==> config.mk <==
export PLATFORM = sky130hd
export DESIGN_NAME = prog_sequencer
export DESIGN_NICKNAME = d
export VERILOG_FILES = /design/src/rtl/prog_sequencer.sv
export SDC_FILE = /design/constraint.sdc
export NUM_CORES = 1
export LEC_CHECK = 0
export CELL_PAD_IN_SITES_DETAIL_PLACEMENT = 0
export CELL_PAD_IN_SITES_GLOBAL_PLACEMENT = 1
export CORE_UTILIZATION = 46
export DETAILED_ROUTE_END_ITERATION = 8
export PLACE_DENSITY_LB_ADDON = 0.1
export SYNTH_ARGS = -nofsm -noshare
export SYNTH_HDL_FRONTEND = slang
export SYNTH_SLANG_ARGS = --single-unit
==> constraint.sdc <==
create_clock -name clk -period 4.4 [get_ports clk]
set_clock_uncertainty 0.2 [all_clocks]
set_input_delay 0.44 -clock clk [delete_from_list [all_inputs] [get_ports clk]]
set_output_delay 0.44 -clock clk [all_outputs]
set_load 0.02 [all_outputs]
==> src/rtl/prog_sequencer.sv <==
// Loader/runner for a serially-programmed processor: holds it in reset,
// shifts a ROM program MSB-first on mosi_out, then runs it until done_in or a timeout.
module prog_sequencer #(
    parameter int CLK_DIV    = 4,
    parameter int PROG_LEN   = 16,
    parameter int RST_CYCLES = 8,
    parameter int TIMEOUT    = 1024
) (
    input  logic                        clk,
    input  logic                        rst,
    input  logic                        start,
    output logic [$clog2(PROG_LEN)-1:0] rom_addr,
    input  logic [7:0]                  rom_data,
    output logic                        sclk_out,
    output logic                        rst_n_out,
    output logic [1:0]                  mode_out,
    output logic                        mosi_out,
    input  logic                        done_in,
    output logic                        busy,
    output logic                        done_o,
    output logic                        err
);

    localparam logic [2:0] S_IDLE  = 3'd0;
    localparam logic [2:0] S_RESET = 3'd1;
    localparam logic [2:0] S_LOAD  = 3'd2;
    localparam logic [2:0] S_RUN   = 3'd3;
    localparam logic [2:0] S_DONE  = 3'd4;
    localparam logic [2:0] S_ERROR = 3'd5;

    localparam int AW   = $clog2(PROG_LEN);
    localparam int DW   = $clog2(CLK_DIV);
    localparam int BW   = $clog2(PROG_LEN * 8);
    localparam int MAXC = (TIMEOUT > RST_CYCLES) ? TIMEOUT : RST_CYCLES;
    localparam int CW   = $clog2(MAXC + 1);

    logic [2:0]    r_state;
    logic [DW-1:0] r_div;
    logic          r_sclk;
    logic [CW-1:0] r_cnt;
    logic [BW-1:0] r_bitcnt;
    logic [7:0]    r_shift;
    logic          r_mosi;
    logic [AW-1:0] r_addr;
    logic          r_done_q;

    logic w_active;
    logic w_tick;
    logic w_rise;
    logic w_fall;

    assign w_active = (r_state == S_RESET) || (r_state == S_LOAD) || (r_state == S_RUN);
    assign w_tick   = w_active && (r_div == DW'(CLK_DIV - 1));
    assign w_rise   = w_tick && !r_sclk;
    assign w_fall   = w_tick && r_sclk;

    always_ff @(posedge clk) begin
        if (rst) begin
            r_state  <= S_IDLE;
            r_div    <= '0;
            r_sclk   <= 1'b0;
            r_cnt    <= '0;
            r_bitcnt <= '0;
            r_shift  <= '0;
            r_mosi   <= 1'b0;
            r_addr   <= '0;
            r_done_q <= 1'b0;
        end else begin
            r_done_q <= done_in;
            if (w_active) begin
                if (w_tick) begin
                    r_div  <= '0;
                    r_sclk <= ~r_sclk;
                end else begin
                    r_div <= r_div + 1'b1;
                end
            end
            case (r_state)
                S_IDLE, S_DONE, S_ERROR: begin
                    if (start) begin
                        r_state  <= S_RESET;
                        r_div    <= '0;
                        r_sclk   <= 1'b0;
                        r_cnt    <= '0;
                        r_bitcnt <= '0;
                        r_mosi   <= 1'b0;
                        r_addr   <= '0;
                    end
                end
                S_RESET: begin
                    if (w_rise) r_cnt <= r_cnt + 1'b1;
                    // byte 0 has been stable on rom_data for the whole reset phase
                    if (w_fall && r_cnt == CW'(RST_CYCLES)) begin
                        r_state  <= S_LOAD;
                        r_shift  <= rom_data;
                        r_mosi   <= rom_data[7];
                        r_addr   <= r_addr + 1'b1;
                        r_bitcnt <= '0;
                    end
                end
                S_LOAD: begin
                    if (w_fall) begin
                        if (r_bitcnt == BW'(PROG_LEN * 8 - 1)) begin
                            r_state <= S_RUN;
                            r_mosi  <= 1'b0;
                            r_cnt   <= '0;
                        end else begin
                            r_bitcnt <= r_bitcnt + 1'b1;
                            // rom_addr already points at the next byte, so its data is waiting here
                            if (r_bitcnt[2:0] == 3'd7) begin
                                r_shift <= rom_data;
                                r_mosi  <= rom_data[7];
                                r_addr  <= r_addr + 1'b1;
                            end else begin
                                r_shift <= {r_shift[6:0], 1'b0};
                                r_mosi  <= r_shift[6];
                            end
                        end
                    end
                end
                S_RUN: begin
                    if (w_rise && r_cnt != CW'(TIMEOUT)) r_cnt <= r_cnt + 1'b1;
                    if (r_done_q) begin
                        r_state <= S_DONE;
                        r_sclk  <= 1'b0;
                        r_div   <= '0;
                    end else if (r_cnt == CW'(TIMEOUT)) begin
                        r_state <= S_ERROR;
                        r_sclk  <= 1'b0;
                        r_div   <= '0;
                    end
                end
                default: r_state <= S_IDLE;
            endcase
        end
    end

    assign rom_addr  = r_addr;
    assign sclk_out  = r_sclk;
    assign mosi_out  = r_mosi;
    assign rst_n_out = (r_state == S_LOAD) || (r_state == S_RUN) || (r_state == S_DONE);
    assign mode_out  = (r_state == S_LOAD) ? 2'b01 : (r_state == S_RUN) ? 2'b10 : 2'b00;
    assign busy      = w_active;
    assign done_o    = (r_state == S_DONE);
    assign err       = (r_state == S_ERROR);

endmodule

# Yosys cells after proc, flatten, opt, wreduce, memory -nomap -nowiden
# Index checks and enable logic that the tools add are counted.
# totals
output_inout_bits	12
inputBits	12
word_cells	104
reg_bits	37
# classes
eq_ne	20
muxes	49
n_reduce_logical	21
bitwise	1
addsub	4
# ops
operator	count
two-way mux 7 bit	8
two-way mux 11 bit	5
case mux 11 bit (4 select lines)	1
case mux 7 bit (3 select lines)	1
two-way mux 4 bit	5
two-way mux 3 bit	6
two-way mux 2 bit	7
case mux 7 bit (2 select lines)	1
case mux 3 bit (4 select lines)	1
case mux 4 bit (3 select lines)	1
AND reduction 6 bit	2
adder 11 x 1 -> 11 bit (second input constant)	1
equality test 11 bit (second input constant)	1
equality test 11 x 4 -> 1 bit (second input constant)	1
inequality test 11 bit (second input constant)	1
two-way mux 1 bit	10
AND reduction 5 bit	2
equality test 3 bit (second input constant)	3
inequality test 2 x 1 -> 1 bit (second input constant)	4
inequality test 2 bit (second input constant)	4
AND reduction 4 bit	2
adder 7 x 1 -> 7 bit (second input constant)	1
equality test 7 bit (second input constant)	1
equality test 3 x 2 -> 1 bit (second input constant)	2
other kinds (17)	24

# Depth between registers and ports, before layout
# Gate-level depths: netlist (run 1).
# logic_depth
depth_word	9
mapped_depth	12
ltp_nobuf	9

# Least setup slack after synthesis (run 1)
# No wires, ideal clock.
# synth_timing
path_kind	reg-to-reg
startpoint	register r_state[1]
endpoint	register r_shift[1]
required_ps	4079
synth_period_minus_slack_ps	3129
path_buffers	2
stages_incl_launch_ff	12
t_arrival_ps	2808
slack_ps	1271
setup_time_ps	121
cell_sequence	dfxtp_1 -> buf_2 -> buf_2 -> nor2_1 -> nor2_1 -> and2_1 -> ha_1 -> nand3b_1 -> a221o_1 -> nor3_4 -> a21oi_4 -> mux2_4
# synth_between
elab_chain_len	8
elab_cells_between_ends	14
classes_between	eq/ne: 6; mux: 1; reduce/logical: 7
# synth_rtl
item	line_no	text
start, declared	37	logic [2:0] r_state;
start signal, assigned	59	r_state <= S_IDLE;
start signal, assigned	81	r_state <= S_RESET;
start signal, assigned	94	r_state <= S_LOAD;
equality test 3 x 1 -> 1 bit / equality test 3 x 2 -> 1 bit (equally long branches)	52	assign w_active = (r_state == S_RESET) || (r_state == S_LOAD) || (r_state == S_RUN);
logical OR 1 bit	52	
logical OR 1 bit (*)	52	
via busy	19	output logic busy,
logical AND 1 bit (*)	53	assign w_tick = w_active && (r_div == DW'(CLK_DIV - 1));
logical AND 1 bit (*)	55	assign w_fall = w_tick && r_sclk;
logical AND 1 bit	93	if (w_fall && r_cnt == CW'(RST_CYCLES)) begin
inequality test 2 x 1 -> 1 bit (no line)	--	
AND reduction 4 bit (no line) (*)	--	
end signal, assigned	95	r_shift <= rom_data;
end signal, assigned	111	r_shift <= rom_data;
end signal, assigned	115	r_shift <= {r_shift[6:0], 1'b0};
end, declared	42	logic [7:0] r_shift;
# The timed path passes the listed nets; every way through them passes the cells marked *.
# A chain may end at the register's enable or synchronous reset.

# Final worst setup path (run 1)
# layout_timing
startpoint	register r_state[1]
endpoint	register r_bitcnt[5]
# layout_between
elab_chain_len	8
elab_cells_between_ends	19
classes_between	eq/ne: 9; mux: 1; reduce/logical: 9
# layout_rtl
item	line_no	text
equality test 3 x 1 -> 1 bit / equality test 3 x 2 -> 1 bit (equally long branches)	52, 78	
logical OR 1 bit (2 in series)	52	
logical AND 1 bit	53	
logical AND 1 bit	55	
logical AND 1 bit	93	
inequality test 2 x 1 -> 1 bit (no line)	--	
AND reduction 5 bit (no line)	--	
end signal, assigned	108	r_bitcnt <= r_bitcnt + 1'b1;
end, declared	41	logic [BW-1:0] r_bitcnt;
# Parallel ways exist; a longest one is shown, timed or not.

==> metrics, run 1 <==
I/O pin count=24; number of instances in the synthesized netlist=259; worst supply voltage drop on vdd=0.299 mV; combined area of all synthesized cells=0.00220 mm²; clock latency at the later pin of the worst-skew pair=300 ps; Relative slew margins=0.276; post-synth top area share=0.337; top area cells in the synthesized netlist=sky130_fd_sc_hd__dfxtp_1, sky130_fd_sc_hd__nand2_1, sky130_fd_sc_hd__ha_1; post-synthesis sequential area ratio=0.337; sequential cell area=741 µm²; clock transition at the registers of the reported paths=80 ps; Placeable Area=0.00447 mm²; total power per unit cell area=484 mW/mm²; H-Tree Depth=2; root buffer selected by CTS=sky130_fd_sc_hd__clkbuf_8; final-layout fill cell count=434; vias in the first global route=1726; number of storage elements in the synthesis netlist=37; number of antenna-violating nets in the routed design=0; detailed-placement wirelength estimate=3.29 mm; total congestion overflow after global routing=0; first-pass iteration count of the detailed router=6; data required time at the worst endpoint=4430 ps; number of rows in the core area=24; buffer depth of the longest clock path=2; ant diodes=0; Final Critical Period=3470 ps; count of flip-flops with a built-in enable after synthesis=0; warnings from Yosys=0; area added between synthesis and finish=16.7%; Via density=5.73; worst-path maximum fanout=19; transition at the pin with the smallest max-transition slack=1090 ps; CP Capture Type=flop; top achievable clock speed=288 MHz; Final Max Tran Viols=0; Setup Viol. Count Final=0; TritonCTS clock tree=built; effective utilization at floorplan=0.492; arrival time at the worst endpoint=3500 ps; global-route total usage across every layer=0.201; die area=0.00506 mm²; most frequent cells in the layout=sky130_fd_sc_hd__dfxtp_1, sky130_fd_sc_hd__nand2_1, sky130_fd_sc_hd__nor2_1, sky130_fd_sc_hd__clkdlybuf4s50_1, sky130_fd_sc_hd__a21oi_1; Detailed Route WL=4.68 mm; reported leakage power=0.973 nW; Cell Area, Placed=0.00243 mm²; setup repair after global routing missed its margin=false; Post-Synthesis Mean Instance Area=8.49 µm²; Num CTS Buffers=5; global-route wire length before repair=7.99 mm; multi-input logic area=0.00134 mm²; IO Port Bufs=23; post-CTS sizing=0; post-DR wirelength/cell=14.1 µm; path category of the worst min-delay check=reg2reg; Detailed Route Iter0 Violations=104; number of antenna violations at the first check in global routing=0; startpoint type of the worst setup path=flop; DRC violations left=0; clock sink count=37; share of flip-flops with an asynchronous set or reset=0; count of hold-fix buffers inserted at cts=0; number of distinct library cells after synthesis=56; pin count of the biggest net entering global routing=26; most common library cell in the layout ignoring fill and taps=sky130_fd_sc_hd__dfxtp_1; total non-filler cell area in the finished layout=0.00257 mm²; Post-Synthesis Net Count=279; number of buffers added for setup after CTS=0; count of maximum capacitance violations=0; final clock period utilization by the worst path=0.789; die outline height=71.2 µm; Main synth FF type=sky130_fd_sc_hd__dfxtp_1; number of nets at the end of the flow=298; Hold Fails Final Rpt=0; accumulated negative setup slack=0 ps; width of the die=71.2 µm; share of layout cells above drive strength 1=0.0932; via count of the routed design=1898; result of the run=completed; type of the setup path with the least slack=reg2reg; gpl congestion=0.795; final design utilization=0.574; top cell type by total area after synthesis=sky130_fd_sc_hd__dfxtp_1
-- cell type report --
class,instances,area share
clock buffers,5,0.0268
clock inverters,3,0.0253
inverters,13,0.0190
multi-input cells,197,0.522
flip-flops and latches,37,0.288
well taps,52,0.0253
repair buffers,24,0.0926
-- power breakdown --
group | internal (mW) | switching (mW) | total, mW
clock network | 0.225 | 0.129 | 0.354
logic | 0.200 | 0.256 | 0.456
registers | 0.375 | 0.0567 | 0.432
-- state kept, by name, summed over array words and instances (netlist names) --
| signal | cells |
|---|---|
| sclk_out | 1 |
| r_done_q | 1 |
| r_cnt | 11 |
| mosi_out | 1 |
| r_shift | 7 |
| r_state | 3 |
| r_bitcnt | 7 |
| r_div | 2 |
| rom_addr | 4 |
-- cells in the mapped netlist, drive strengths merged, types with 2 or more instances --
cell type	n
a31oi	4
a211oi	3
clkbuf	3
nor2	24
o31ai	3
mux2i	6
ha	8
o21ai	11
nand3	8
and3	3
nor3	8
or3b	2
nor3b	3
o21a	2
nand2b	5
mux2	7
nand2	27
or3	4
or4	2
o32ai	2
buf	9
nand3b	5
nand4	6
o41ai	2
o211ai	5
a21oi	18
inv	13
nor4b	2
nor2b	10
dfxtp	37
-- stage by stage --
step                      setup WS [ps]  cells  total power, mW  hold WS (ps)
after detailed placement            975    323            0.897           261
final                               930    331             1.24           273
after CTS                           986    331             1.25           272
after global routing                610    331             1.32           290
after floorplan                    1270    259            0.796           238
after global placement             1040    323            0.897           246
-- path summary, 6_finish.rpt --
kind              startpoint          end  slack, ps  cells after the start
hold / removal    r_shift[0]   r_shift[0]        270                      2
setup / recovery  r_state[1]  r_bitcnt[5]        930                      9
setup reg to reg  r_state[1]  r_bitcnt[5]        930                      9
hold reg to reg   r_shift[0]   r_shift[0]        270                      2
-- per-layer routing --
metal	up-vias	GRT usage	wire [µm]
li1	972	-	-
met5	-	0	0
met2	43	0.329	2130
met3	7	0.0456	210
met1	876	0.258	2270
met4	0	0.0733	74
-- critical path, cell delays in order (launching register included) --
cell	delay, ps
sky130_fd_sc_hd__dfxtp_1	670
sky130_fd_sc_hd__nor2_1	100
sky130_fd_sc_hd__nor2_1	380
sky130_fd_sc_hd__and2_1	220
sky130_fd_sc_hd__ha_1	250
sky130_fd_sc_hd__nand4bb_1	120
sky130_fd_sc_hd__a31oi_1	300
sky130_fd_sc_hd__o2bb2ai_1	410
sky130_fd_sc_hd__or4_1	580
sky130_fd_sc_hd__a21oi_1	150
-- logic make-up (layout without fill, tap and decap cells) --
group	after synthesis	count (layout)	share of synthesized area
flip-flops	37	37	0.337
XOR/XNOR	1	1	0.00398
adder cells (fa/ha/maj)	8	8	0.0455
AO/OA/AOI/OAI	61	61	0.191
buffers and inverters	25	45	0.0535
AND/OR/NAND/NOR	114	114	0.296
multiplexers	13	13	0.0734
No activity file was read; power rests on OpenSTA's default activity.
==> run 2, diff against run 1 <==
- CORE_UTILIZATION: 46 -> 38
- clock period: 4.4 -> 2.8 ns (I/O delays scaled with it)
==> metrics, run 2 (synthesis gave the netlist of run 1 again) <==
Top reg by flops=r_cnt; sequential cell area=741 µm²; top achievable clock speed=396 MHz; clock sink count=37; TritonCTS clock tree=built; CP Capture Type=flop; startpoint type of the worst setup path=flop; die area=0.00610 mm²; post-DR wirelength/cell=13.6 µm; Final Max Tran Viols=0; result of the run=completed; die outline height=78.1 µm; WL met2=2.18 mm; number of antenna violations at the first check in global routing=0; worst-path maximum fanout=7; pin count of the biggest net entering global routing=25; count of maximum capacitance violations=0; global-route wire length before repair=8.07 mm; root buffer selected by CTS=sky130_fd_sc_hd__clkbuf_8; Via density=5.33; number of nets at the end of the flow=309; setup repair after global routing missed its margin=false; data required time at the worst endpoint=2780 ps; detailed-placement wirelength estimate=3.49 mm; largest stage delay on the critical path=350 ps; flip-flop count of the largest register, all copies and words added=11; Hold Fails Final Rpt=0; width of the die=78.1 µm; most common library cell in the layout ignoring fill and taps=sky130_fd_sc_hd__dfxtp_1; H-Tree Depth=2; share of layout cells above drive strength 1=0.131; worst r2r path cells=9; Detailed Route Iter0 Violations=84; accumulated negative setup slack=0 ps; buffer depth of the longest clock path=2; total power per unit cell area=739 mW/mm²; most frequent cells in the layout=sky130_fd_sc_hd__dfxtp_1, sky130_fd_sc_hd__nand2_1, sky130_fd_sc_hd__nor2_1, sky130_fd_sc_hd__clkdlybuf4s50_1, sky130_fd_sc_hd__a21oi_1; ant diodes=0; highest metal layer with signal wires=met4; Detailed Route WL=4.91 mm; number of rows in the core area=27; DRC violations left=0; final-layout fill cell count=552; Relative slew margins=0.705; global-route total usage across every layer=0.167; M1 WL=2.53 mm; reg-to-reg setup timing slack=270 ps; multi-input logic area=0.00135 mm²; IO Port Bufs=23; number of cells on the worst hold path=2; Hold Crit Start=r_shift[0]; via count of the routed design=1929; total congestion overflow after global routing=0; Placeable Area=0.00554 mm²; capture instance of the worst register-to-register path=r_shift[5]; final clock period utilization by the worst path=0.903; post-layout power=1.97 mW; met3 routed wirelength=149 µm; cell with the biggest individual delay on the critical path=sky130_fd_sc_hd__a21oi_4; transition at the pin with the smallest max-transition slack=440 ps; count of hold-fix buffers inserted at cts=0; Regs by FF count=r_cnt: 11 flops, r_bitcnt: 7 flops, r_shift: 7 flops; gpl congestion=0.759; number of antenna-violating nets in the routed design=0; Setup Viol. Count Final=0; clock latency at the later pin of the worst-skew pair=290 ps; first-pass iteration count of the detailed router=4; I/O pin count=24; worst supply voltage drop on vdd=0.343 mV; area added between synthesis and finish=21.3%; arrival time at the worst endpoint=2510 ps; Cell Chain, Critical Path=nor2_1 -> nor2_4 -> and2_1 -> ha_1 -> nor4b_1 -> a221o_1 -> nor3_4 -> a21oi_4 -> mux2_4; path category of the worst min-delay check=reg2reg; clock transition at the registers of the reported paths=80 ps; non-filler cells in the finished layout=362; vias in the first global route=1666; effective utilization at floorplan=0.397; end of the worst hold path=r_shift[0]; Num CTS Buffers=5; post-CTS sizing=0; Final Critical Period=2530 ps; FF-to-FF Start=r_state[1]; reported leakage power=1.02 nW; number of buffers added for setup after CTS=0; placed insts=354; type of the setup path with the least slack=reg2reg
## run 2: cell types whose count changed in the layout (fill, tap and decap cells not counted)
cell,previous run,this run
sky130_fd_sc_hd__clkinv_2,1,0
sky130_fd_sc_hd__clkinvlp_4,0,1
sky130_fd_sc_hd__clkbuf_8,5,6
sky130_fd_sc_hd__nor2_4,0,1
sky130_fd_sc_hd__buf_4,1,12
sky130_fd_sc_hd__nor2_1,24,23
sky130_fd_sc_hd__bufinv_16,2,1
## run 2: worst max-delay path by stage
stage               start          to  depth (start not counted)
2_1_floorplan  r_state[1]  r_shift[1]                         11
3_3_place_gp   r_state[1]  r_shift[2]                          9
3_5_place_dp   r_state[1]  r_shift[2]                          9
4_1_cts        r_state[1]  r_shift[6]                          9
5_1_grt        r_state[1]  r_shift[5]                          9
6_report       r_state[1]  r_shift[5]                          9
## run 2: final cells by class
type | count | share of cell area
Multi-Input combinational cell | 197 | 0.505
Sequential cell | 37 | 0.278
Timing Repair Buffer | 35 | 0.120
Tap cell | 72 | 0.0338
Clock buffer | 6 | 0.0309
Inverter | 13 | 0.0183
Clock inverter | 2 | 0.0141
## run 2: where the power goes
part	switching, mW	internal [mW]
registers	0.0396	0.589
clock network	0.198	0.290
logic	0.479	0.378
## run 2: critical path: cells and delay by family (launching register included)
family / cells / cell delay, ps
flops: 1 / 310
compound gates: 2 / 570
simple gates: 5 / 770
fa+ha+maj: 1 / 240
mux: 1 / 330
## run 2: per-stage QoR
step | instance area (µm²) | util | setup slack [ps] | hold WS (ps)
after floorplan | 2210 | - | 8.99 | 208
after global placement | 2550 | 0.460 | 317 | 249
after detailed placement | 2550 | 0.460 | 280 | 254
after CTS | 2670 | 0.482 | 265 | 266
after global routing | 2670 | 0.482 | 59.5 | 293
final | 2670 | 0.482 | 272 | 263
## run 2: routing by layer
| layer | track usage | vias up |
|---|---|---|
| li1 | - | 999 |
| met4 | 0.0500 | 0 |
| met5 | 0 | - |
| met2 | 0.257 | 28 |
| met1 | 0.234 | 897 |
| met3 | 0.0349 | 5 |
==> run 3, diff against run 2 <==
- SKIP_LAST_GASP: unset -> 1
==> results of run 3 <==
The final DEF is identical to that of run 2; final timing and power are the same.
